**src/rtl/connect_echo_fifo_pkg.sv**
```systemverilog
// Shared constants for the Connect echo FIFO block and its storage.
// Holds the transform-mode encodings, the rule count and pointer sizing helpers.
// No logic lives here.
package connect_echo_fifo_pkg;

    localparam int MODE_ECHO     = 0;
    localparam int MODE_INCR     = 1;
    localparam int RULE_COUNT    = 1;
    localparam int DEFAULT_DEPTH = 4;
    localparam int PTR_W         = $clog2(DEFAULT_DEPTH);

    // Pointer width for an arbitrary power-of-two depth; occupancy needs one more bit.
    function automatic int ptr_w(input int depth);
        return $clog2(depth);
    endfunction

endpackage

```
**src/rtl/connect_echo_fifo_store.sv**
```systemverilog
// DEPTH x W register-array FIFO with wrapping pointers and an occupancy count.
// Latency: a push at edge t is visible on head_dat from cycle t+1; no bypass.
// Backpressure: push ignored when full, pop ignored when empty; no full-bypass.
module connect_fifo_store
    import connect_echo_fifo_pkg::*;
#(
    parameter int DEPTH = 4,
    parameter int W     = 2
) (
    input  logic                   CLK,
    input  logic                   RST,
    input  logic                   push,
    input  logic [W-1:0]           push_dat,
    input  logic                   pop,
    output logic [W-1:0]           head_dat,
    output logic [ptr_w(DEPTH):0]  occupancy,
    output logic                   full,
    output logic                   empty
);

    localparam int PW = ptr_w(DEPTH);

    logic [W-1:0]  mem [DEPTH];
    logic [PW-1:0] wr_ptr;
    logic [PW-1:0] rd_ptr;
    logic          do_push;
    logic          do_pop;

    assign full     = (occupancy == (PW+1)'(DEPTH));
    assign empty    = (occupancy == '0);
    assign do_push  = push & ~full;
    assign do_pop   = pop & ~empty;
    assign head_dat = mem[rd_ptr];

    // Payload storage is deliberately left unreset; only pointers/count define validity.
    always_ff @(posedge CLK) begin
        if (do_push) begin
            mem[wr_ptr] <= push_dat;
        end
    end

    // Pointers wrap naturally at DEPTH; count moves only when exactly one side fires.
    always_ff @(posedge CLK or posedge RST) begin
        if (RST) begin
            wr_ptr    <= '0;
            rd_ptr    <= '0;
            occupancy <= '0;
        end else begin
            if (do_push) wr_ptr <= wr_ptr + PW'(1);
            if (do_pop)  rd_ptr <= rd_ptr + PW'(1);
            case ({do_push, do_pop})
                2'b10:   occupancy <= occupancy + (PW+1)'(1);
                2'b01:   occupancy <= occupancy - (PW+1)'(1);
                default: occupancy <= occupancy;
            endcase
        end
    end

endmodule

```
**src/rtl/connect_echo_fifo.sv**
```systemverilog
// Connect echo block: queues say(meth, v) requests and replays them on ind_heard.
// Latency: one cycle from say acceptance to earliest indication; no bypass.
// Backpressure: say__RDY drops when full; respond fires only with rule_enable and ind_heard__RDY.
module connect_echo_fifo
    import connect_echo_fifo_pkg::*;
#(
    parameter int DATA_W = 192,
    parameter int DEPTH  = 4,
    parameter int MODE   = 0,
    parameter int CNT_W  = 16
) (
    input  logic                   CLK,
    input  logic                   RST,
    input  logic                   say__ENA,
    input  logic [DATA_W-1:0]      say_meth,
    input  logic [DATA_W-1:0]      say_v,
    output logic                   say__RDY,
    output logic                   ind_heard__ENA,
    output logic [DATA_W-1:0]      ind_heard_heard_meth,
    output logic [DATA_W-1:0]      ind_heard_heard_v,
    input  logic                   ind_heard__RDY,
    input  logic [RULE_COUNT-1:0]  rule_enable,
    output logic [RULE_COUNT-1:0]  rule_ready,
    output logic [ptr_w(DEPTH):0]  occupancy,
    output logic [CNT_W-1:0]       say_count,
    output logic [CNT_W-1:0]       heard_count
);

    logic                  say_fire;
    logic                  respond_rdy;
    logic                  respond_fire;
    logic                  full;
    logic                  empty;
    logic [2*DATA_W-1:0]   head_dat;
    logic [DATA_W-1:0]     head_meth;
    logic [DATA_W-1:0]     head_v;

    assign say__RDY     = ~full;
    assign say_fire     = say__ENA & say__RDY;
    assign respond_rdy  = ~empty & ind_heard__RDY;
    assign respond_fire = rule_enable[0] & respond_rdy;

    assign rule_ready[0]  = respond_rdy;
    assign ind_heard__ENA = respond_fire;

    assign head_meth = head_dat[2*DATA_W-1:DATA_W];
    assign head_v    = head_dat[DATA_W-1:0];

    // Transform applies to v only; the increment truncates so all-ones wraps to zero.
    assign ind_heard_heard_meth = head_meth;
    assign ind_heard_heard_v    = (MODE == MODE_INCR) ? head_v + DATA_W'(1) : head_v;

    connect_fifo_store #(
        .DEPTH (DEPTH),
        .W     (2 * DATA_W)
    ) u_store (
        .CLK       (CLK),
        .RST       (RST),
        .push      (say_fire),
        .push_dat  ({say_meth, say_v}),
        .pop       (respond_fire),
        .head_dat  (head_dat),
        .occupancy (occupancy),
        .full      (full),
        .empty     (empty)
    );

    // Transaction counters wrap silently at 2^CNT_W.
    always_ff @(posedge CLK or posedge RST) begin
        if (RST) begin
            say_count   <= '0;
            heard_count <= '0;
        end else begin
            if (say_fire)     say_count   <= say_count + CNT_W'(1);
            if (respond_fire) heard_count <= heard_count + CNT_W'(1);
        end
    end

endmodule

```
**config.mk**
```make
export PLATFORM = sky130hd
export DESIGN_NAME = connect_echo_fifo
export DESIGN_NICKNAME = d
export VERILOG_FILES = /design/src/rtl/connect_echo_fifo_pkg.sv /design/src/rtl/connect_echo_fifo_store.sv /design/src/rtl/connect_echo_fifo.sv
export SDC_FILE = /design/constraint.sdc
export NUM_CORES = 1
export LEC_CHECK = 0
export ABC_AREA = 1
export CAP_MARGIN = 10
export CORE_MARGIN = 3
export CORE_UTILIZATION = 52
export CTS_CLUSTER_DIAMETER = 40
export DETAILED_ROUTE_END_ITERATION = 8
export PLACE_DENSITY = 0.8
export SYNTH_ARGS = -nofsm -noshare
export SYNTH_HDL_FRONTEND = slang
export SYNTH_SLANG_ARGS = --single-unit
```
**constraint.sdc**
```tcl
create_clock -name CLK -period 30.2 [get_ports CLK]
set_input_delay 3.02 -clock CLK [delete_from_list [all_inputs] [get_ports CLK]]
set_output_delay 3.02 -clock CLK [all_outputs]
set_load 0.1 [all_outputs]
```
==> results of run 1 <==
-- cell type report --
class                      instances  share of cell area, %
tap                             1488                   2.53
antenna                           46                  0.157
inverter                          39                  0.231
sequential                      1575                   64.0
clock buffer                     190                   5.96
timing repair buffer             847                   11.5
clock inverter                   125                   1.71
multi-input combinational       2132                   13.8
-- logic make-up after synthesis --
logic type,synth area share [%]
XOR/XNOR,0.194
AND/OR/NAND/NOR,6.15
flip-flops,80.2
AO/OA/AOI/OAI,10.7
buffers and inverters,2.56
adder cells (fa/ha/maj),0.183
-- registers in the layout (all words and copies together), names as in the netlist --
register and flops:
u_store.mem 1536, say_count 16, u_store.occupancy 3, heard_count 16, u_store.wr_ptr 2, u_store.rd_ptr 2
-- layer usage --
layer	up-vias	part of all wire, %
met5	-	0.073
met4	16	4.8
met3	347	8.9
met2	1596	51
met1	18370	36
li1	16661	-
-- critical path, cell delays in order, from the launching register on --
cell             delay (ns)
dfrtp_4                0.86
buf_4                  0.80
buf_4                  0.78
buf_4                  0.86
buf_4                  0.86
o21ai_0                0.27
o22ai_1                0.29
clkdlybuf4s50_1        1.18
-- through the flow --
| step | setup slack (ns) | instance area [um^2] | instances |
|---|---|---|---|
| floorplan | 9.82 | 58800 | 4006 |
| global placement | 21.39 | 67800 | 6081 |
| detailed placement | 21.15 | 67800 | 6081 |
| CTS | 20.30 | 73400 | 6396 |
| global route | 19.81 | 73500 | 6434 |
| finish | 20.24 | 73600 | 6442 |
-- cells in the mapped netlist (all sizes together) --
library cell | count | area share, %
ha | 7 | 0.15
inv | 39 | 0.25
nor2 | 807 | 5.2
edfxtp | 1536 | 79
nand2 | 116 | 0.74
fa | 1 | 0.034
xor2 | 10 | 0.15
a21oi | 1 | 0.0085
buf | 92 | 1.2
nand3b | 12 | 0.15
xnor2 | 3 | 0.045
nor3 | 1 | 0.0085
dfrtp | 39 | 1.7
o21ai | 779 | 6.6
o22ai | 384 | 4.1
nand3 | 10 | 0.085
a21boi | 1 | 0.013
clkbuf | 168 | 1.1
-- placed cells by master (no fill, tap or decap), types with 16 or more instances in the layout --
| cell | n |
|---|---|
| clkinv_2 | 23 |
| clkinvlp_4 | 20 |
| dfrtp_1 | 37 |
| clkbuf_16 | 171 |
| clkinv_1 | 26 |
| edfxtp_1 | 1536 |
| inv_1 | 37 |
| clkdlybuf4s50_1 | 809 |
| o21ai_0 | 779 |
| o22ai_1 | 384 |
| inv_6 | 20 |
| diode_2 | 46 |
| buf_4 | 30 |
| clkbuf_1 | 16 |
| nand2_1 | 116 |
| nor2_1 | 802 |
-- worst min-delay path by stage --
stage	to	slack, ns	cells after the start
after floorplan	u_store.wr_ptr[1]	0.58	2
after global placement	heard_count[15]	0.49	2
after detailed placement	heard_count[15]	0.48	2
after CTS	heard_count[15]	0.50	2
after global routing	heard_count[15]	0.52	2
final	heard_count[15]	0.50	2
==> impl_metrics.env, run 1 <==
export IMPL_skew_ns=0.0244
export IMPL_drcViolationCount=0
export IMPL_cp_max_fo=98
export IMPL_nFillCells=7269
export IMPL_cts_buffers=170
export IMPL_cts_resized=0
export IMPL_grt_use_met1_pct=29.0
export IMPL_via_per_inst=5.74
export IMPL_grt_use_met2_pct=40.8
export IMPL_max_slew_margin_pct=18.7
export IMPL_cts_hold_buf=0
export IMPL_dieArea_mm2=0.117
export IMPL_wl_per_cell_um=23.0
export IMPL_busiest_layer="met2"
export IMPL_die_h_um=342
export IMPL_layout_drive_gt1_share_pct=6.52
export IMPL_start_util_pct=52.7
export IMPL_root_buffer="clkbuf_16"
export IMPL_syn_nets=4403
export IMPL_h_tree_depth=4
export IMPL_fp_coreArea_mm2=0.111
export IMPL_gp_congestion=0.819
export IMPL_syn_avg_cell_area_um2=14.7
export IMPL_critPathLaunchType="register"
export IMPL_path_clk_slew_ns=0.06
export IMPL_cts_tree="done"
export IMPL_nNetsFinal=5162
export IMPL_post_route_period_util_pct=33.0
export IMPL_yosysSeqAreaShare_pct=80.2
export IMPL_fin_setup_tns_ns=0
export IMPL_dp_hpwl_um=85500
export IMPL_grt_pass1_wl_um=218000
export IMPL_r2r_end="u_store.mem[1][101]"
export IMPL_seq_area_mm2=0.0471
export IMPL_utilization_pct=66.0
export IMPL_grt_start_max_net_pins=267
export IMPL_critPathCaptureType="primary output"
export IMPL_port_buffers=810
export IMPL_reg2reg_depth=7
export IMPL_period_needed_ns=9.96
export IMPL_postRouteAntennaNets=0
export IMPL_ys_types=25
export IMPL_crit_end="ind_heard_heard_v[120]"
export IMPL_drt_iter0_markers=3250
export IMPL_crit_path_start="u_store.rd_ptr[0]"
export IMPL_clock_sinks=1575
export IMPL_vias=36990
export IMPL_r2r_setup_slack_ns=25.29
export IMPL_drv_cap=0
export IMPL_max_freq_mhz=100
export IMPL_finalMaxSlewViolations=0
export IMPL_cts_max_path_buffers=3
export IMPL_cts_setup_buffers=0
export IMPL_clk_latency_ns=0.78
export IMPL_hp_start="heard_count[15]"
export IMPL_hold_path_class="reg -> reg"
export IMPL_syn_inst=4006
export IMPL_wirelength_um=148000
export IMPL_hold_viol_final=0
export IMPL_holdWs_ns=0.495
export IMPL_die_w_um=342
export IMPL_synthToLayoutAreaGrowth_pct=25.2
export IMPL_worstMarginPinSlew_ns=1.22
export IMPL_cp_required_ns=27.18
export IMPL_rsz0062_at_grt="no"
export IMPL_use_met3_pct=7.01
export IMPL_antenna_found_initial=50
export IMPL_ys_ff_latch=1575
export IMPL_grt_ovfl_total=0
export IMPL_finalSetupViolations=0
export IMPL_io_pins=811
export IMPL_grt_pass1_vias=36304
export IMPL_multiInputGateArea_mm2=0.0102
export IMPL_synth_area_mm2=0.0588
export IMPL_worstPathArrival_ns=6.94
export IMPL_status="complete, no violations"
export IMPL_yosys_warnings=0
export IMPL_r2r_start="u_store.occupancy[1]"
export IMPL_num_rows=122
export IMPL_grt_use_total_pct=24.5
export IMPL_firstDrtPassIters=6
export IMPL_critPathKind="reg -> out"
Power of run 1 is left out: the tool's default activity adds up to more than one toggle a clock period on the data nets, which glitch-free logic cannot reach.
==> run 2, diff against run 1 <==
- CORE_UTILIZATION: 52 -> 49
- PLACE_DENSITY: 0.8 -> 0.79
- clock period: 30.2 -> 8.8 ns (I/O delays scaled with it)
==> impl_metrics.env, run 2 (synthesis results as in run 1) <==
export IMPL_largest_reg_flops=1536
export IMPL_synthToLayoutAreaGrowth_pct=25.8
export IMPL_seq_area_mm2=0.0471
export IMPL_placed_cells=6195
export IMPL_clk_latency_ns=0.78
export IMPL_crit_path_start="u_store.rd_ptr[0]"
export IMPL_root_buffer="clkbuf_16"
export IMPL_mostFrequentLayoutCells="1536 x edfxtp_1, 810 x clkdlybuf4s50_1, 802 x nor2_1"
export IMPL_wirelength_um=150000
export IMPL_die_h_um=352
export IMPL_via_per_inst=5.66
export IMPL_dpl_cell_area_mm2=0.0680
export IMPL_rsz0062_at_grt="no"
export IMPL_gp_congestion=0.828
export IMPL_port_buffers=810
export IMPL_post_route_period_util_pct=69.7
export IMPL_worstMarginPinSlew_ns=1.33
export IMPL_cts_resized=0
export IMPL_multiInputGateArea_mm2=0.0102
export IMPL_io_pins=811
export IMPL_nNetsFinal=5165
export IMPL_cts_hold_buf=0
export IMPL_h_tree_depth=4
export IMPL_wl_per_cell_um=22.8
export IMPL_cts_max_path_buffers=3
export IMPL_vias=37132
export IMPL_grt_pass1_wl_um=223000
export IMPL_cts_tree="done"
export IMPL_cts_buffers=171
export IMPL_cts_setup_buffers=0
export IMPL_cp_required_ns=7.92
export IMPL_fin_cells=6562
export IMPL_skew_ns=0.0363
export IMPL_r2r_start="u_store.occupancy[0]"
export IMPL_final_common_cell="edfxtp_1"
export IMPL_nFillCells=8254
export IMPL_critPathCaptureType="primary output"
export IMPL_finalMaxSlewViolations=0
export IMPL_grt_start_max_net_pins=272
export IMPL_hold_viol_final=0
export IMPL_critPathKind="reg -> out"
export IMPL_largest_registers="u_store.mem x1536, heard_count x16, say_count x16"
export IMPL_hold_path_class="reg -> reg"
export IMPL_clock_sinks=1575
export IMPL_num_rows=126
export IMPL_postRouteAntennaNets=0
export IMPL_cp_max_fo=271
export IMPL_firstDrtPassIters=8
export IMPL_start_util_pct=49.6
export IMPL_max_slew_margin_pct=11.3
export IMPL_finalSetupViolations=0
export IMPL_path_clk_slew_ns=0.05
export IMPL_layout_drive_gt1_share_pct=6.21
export IMPL_worstPathArrival_ns=5.25
export IMPL_dieArea_mm2=0.124
export IMPL_antenna_found_initial=57
export IMPL_final_cell_area_mm2=0.0739
export IMPL_drv_cap=0
export IMPL_period_needed_ns=6.13
export IMPL_drt_iter0_markers=3997
export IMPL_grt_use_total_pct=23.3
export IMPL_die_w_um=352
export IMPL_regMostFlops="u_store.mem"
export IMPL_drcViolationCount=0
export IMPL_dp_hpwl_um=86500
export IMPL_status="complete, no violations"
export IMPL_fp_coreArea_mm2=0.119
export IMPL_max_freq_mhz=163
export IMPL_hp_start="say_count[15]"
export IMPL_grt_pass1_vias=36611
export IMPL_critPathLaunchType="register"
export IMPL_grt_ovfl_total=0
run 2: changes by cell type in the layout (fill, tap and decap cells not counted), moves of 3 or more:
cell,before,now
clkinv_2,23,20
inv_6,20,13
clkinvlp_4,20,9
diode_2,46,51
buf_12,8,14
buf_4,30,25
clkbuf_1,16,31
bufinv_16,15,20
run 2: worst max-delay path, stage by stage (launching register included):
cell             delay (ns)
dfrtp_4                0.75
inv_16                 0.63
buf_4                  0.92
o21ai_0                0.24
o22ai_1                0.27
clkdlybuf4s50_1        1.18
run 2: area by class of cell:
type / count / area share [%]
sequential: 1575 / 63.7
tap: 1600 / 2.71
clock inverter: 110 / 1.71
timing repair buffer: 849 / 11.6
antenna: 51 / 0.173
multi-input combinational: 2132 / 13.8
clock buffer: 206 / 6.05
inverter: 39 / 0.230
run 2: layer usage:
| metal | vias to the layer above | GRT usage, % | wire length [um] |
|---|---|---|---|
| met5 | - | 0 | 100 |
| met4 | 16 | 14.4 | 8160 |
| met3 | 370 | 6.58 | 12200 |
| met2 | 1615 | 38.2 | 75500 |
| met1 | 18472 | 27.4 | 53600 |
| li1 | 16659 | - | - |
run 2: metrics by stage:
step	TNS, ns	worst slack [ns]	util (%)	hold slack (ns)
final	0	2.67	62.3	0.495
after global routing	0	2.51	62.3	0.530
after CTS	0	2.72	62.2	0.492
after detailed placement	0	3.60	57.4	0.477
after global placement	0	3.63	57.4	0.472
after floorplan	-6149.44	-4.00	-	0.580
run 2: final timing paths:
kind,end,slack (ns),depth (start not counted)
max,ind_heard_heard_meth[164],2.67,5
min,say_count[15],0.50,2
max reg2reg,u_store.mem[2][93],5.27,6
min reg2reg,say_count[15],0.50,2
max in group asynchronous,u_store.rd_ptr[0],7.84,3
min in group asynchronous,u_store.rd_ptr[1],0.55,3
Power of run 2 is left out for the same reason.
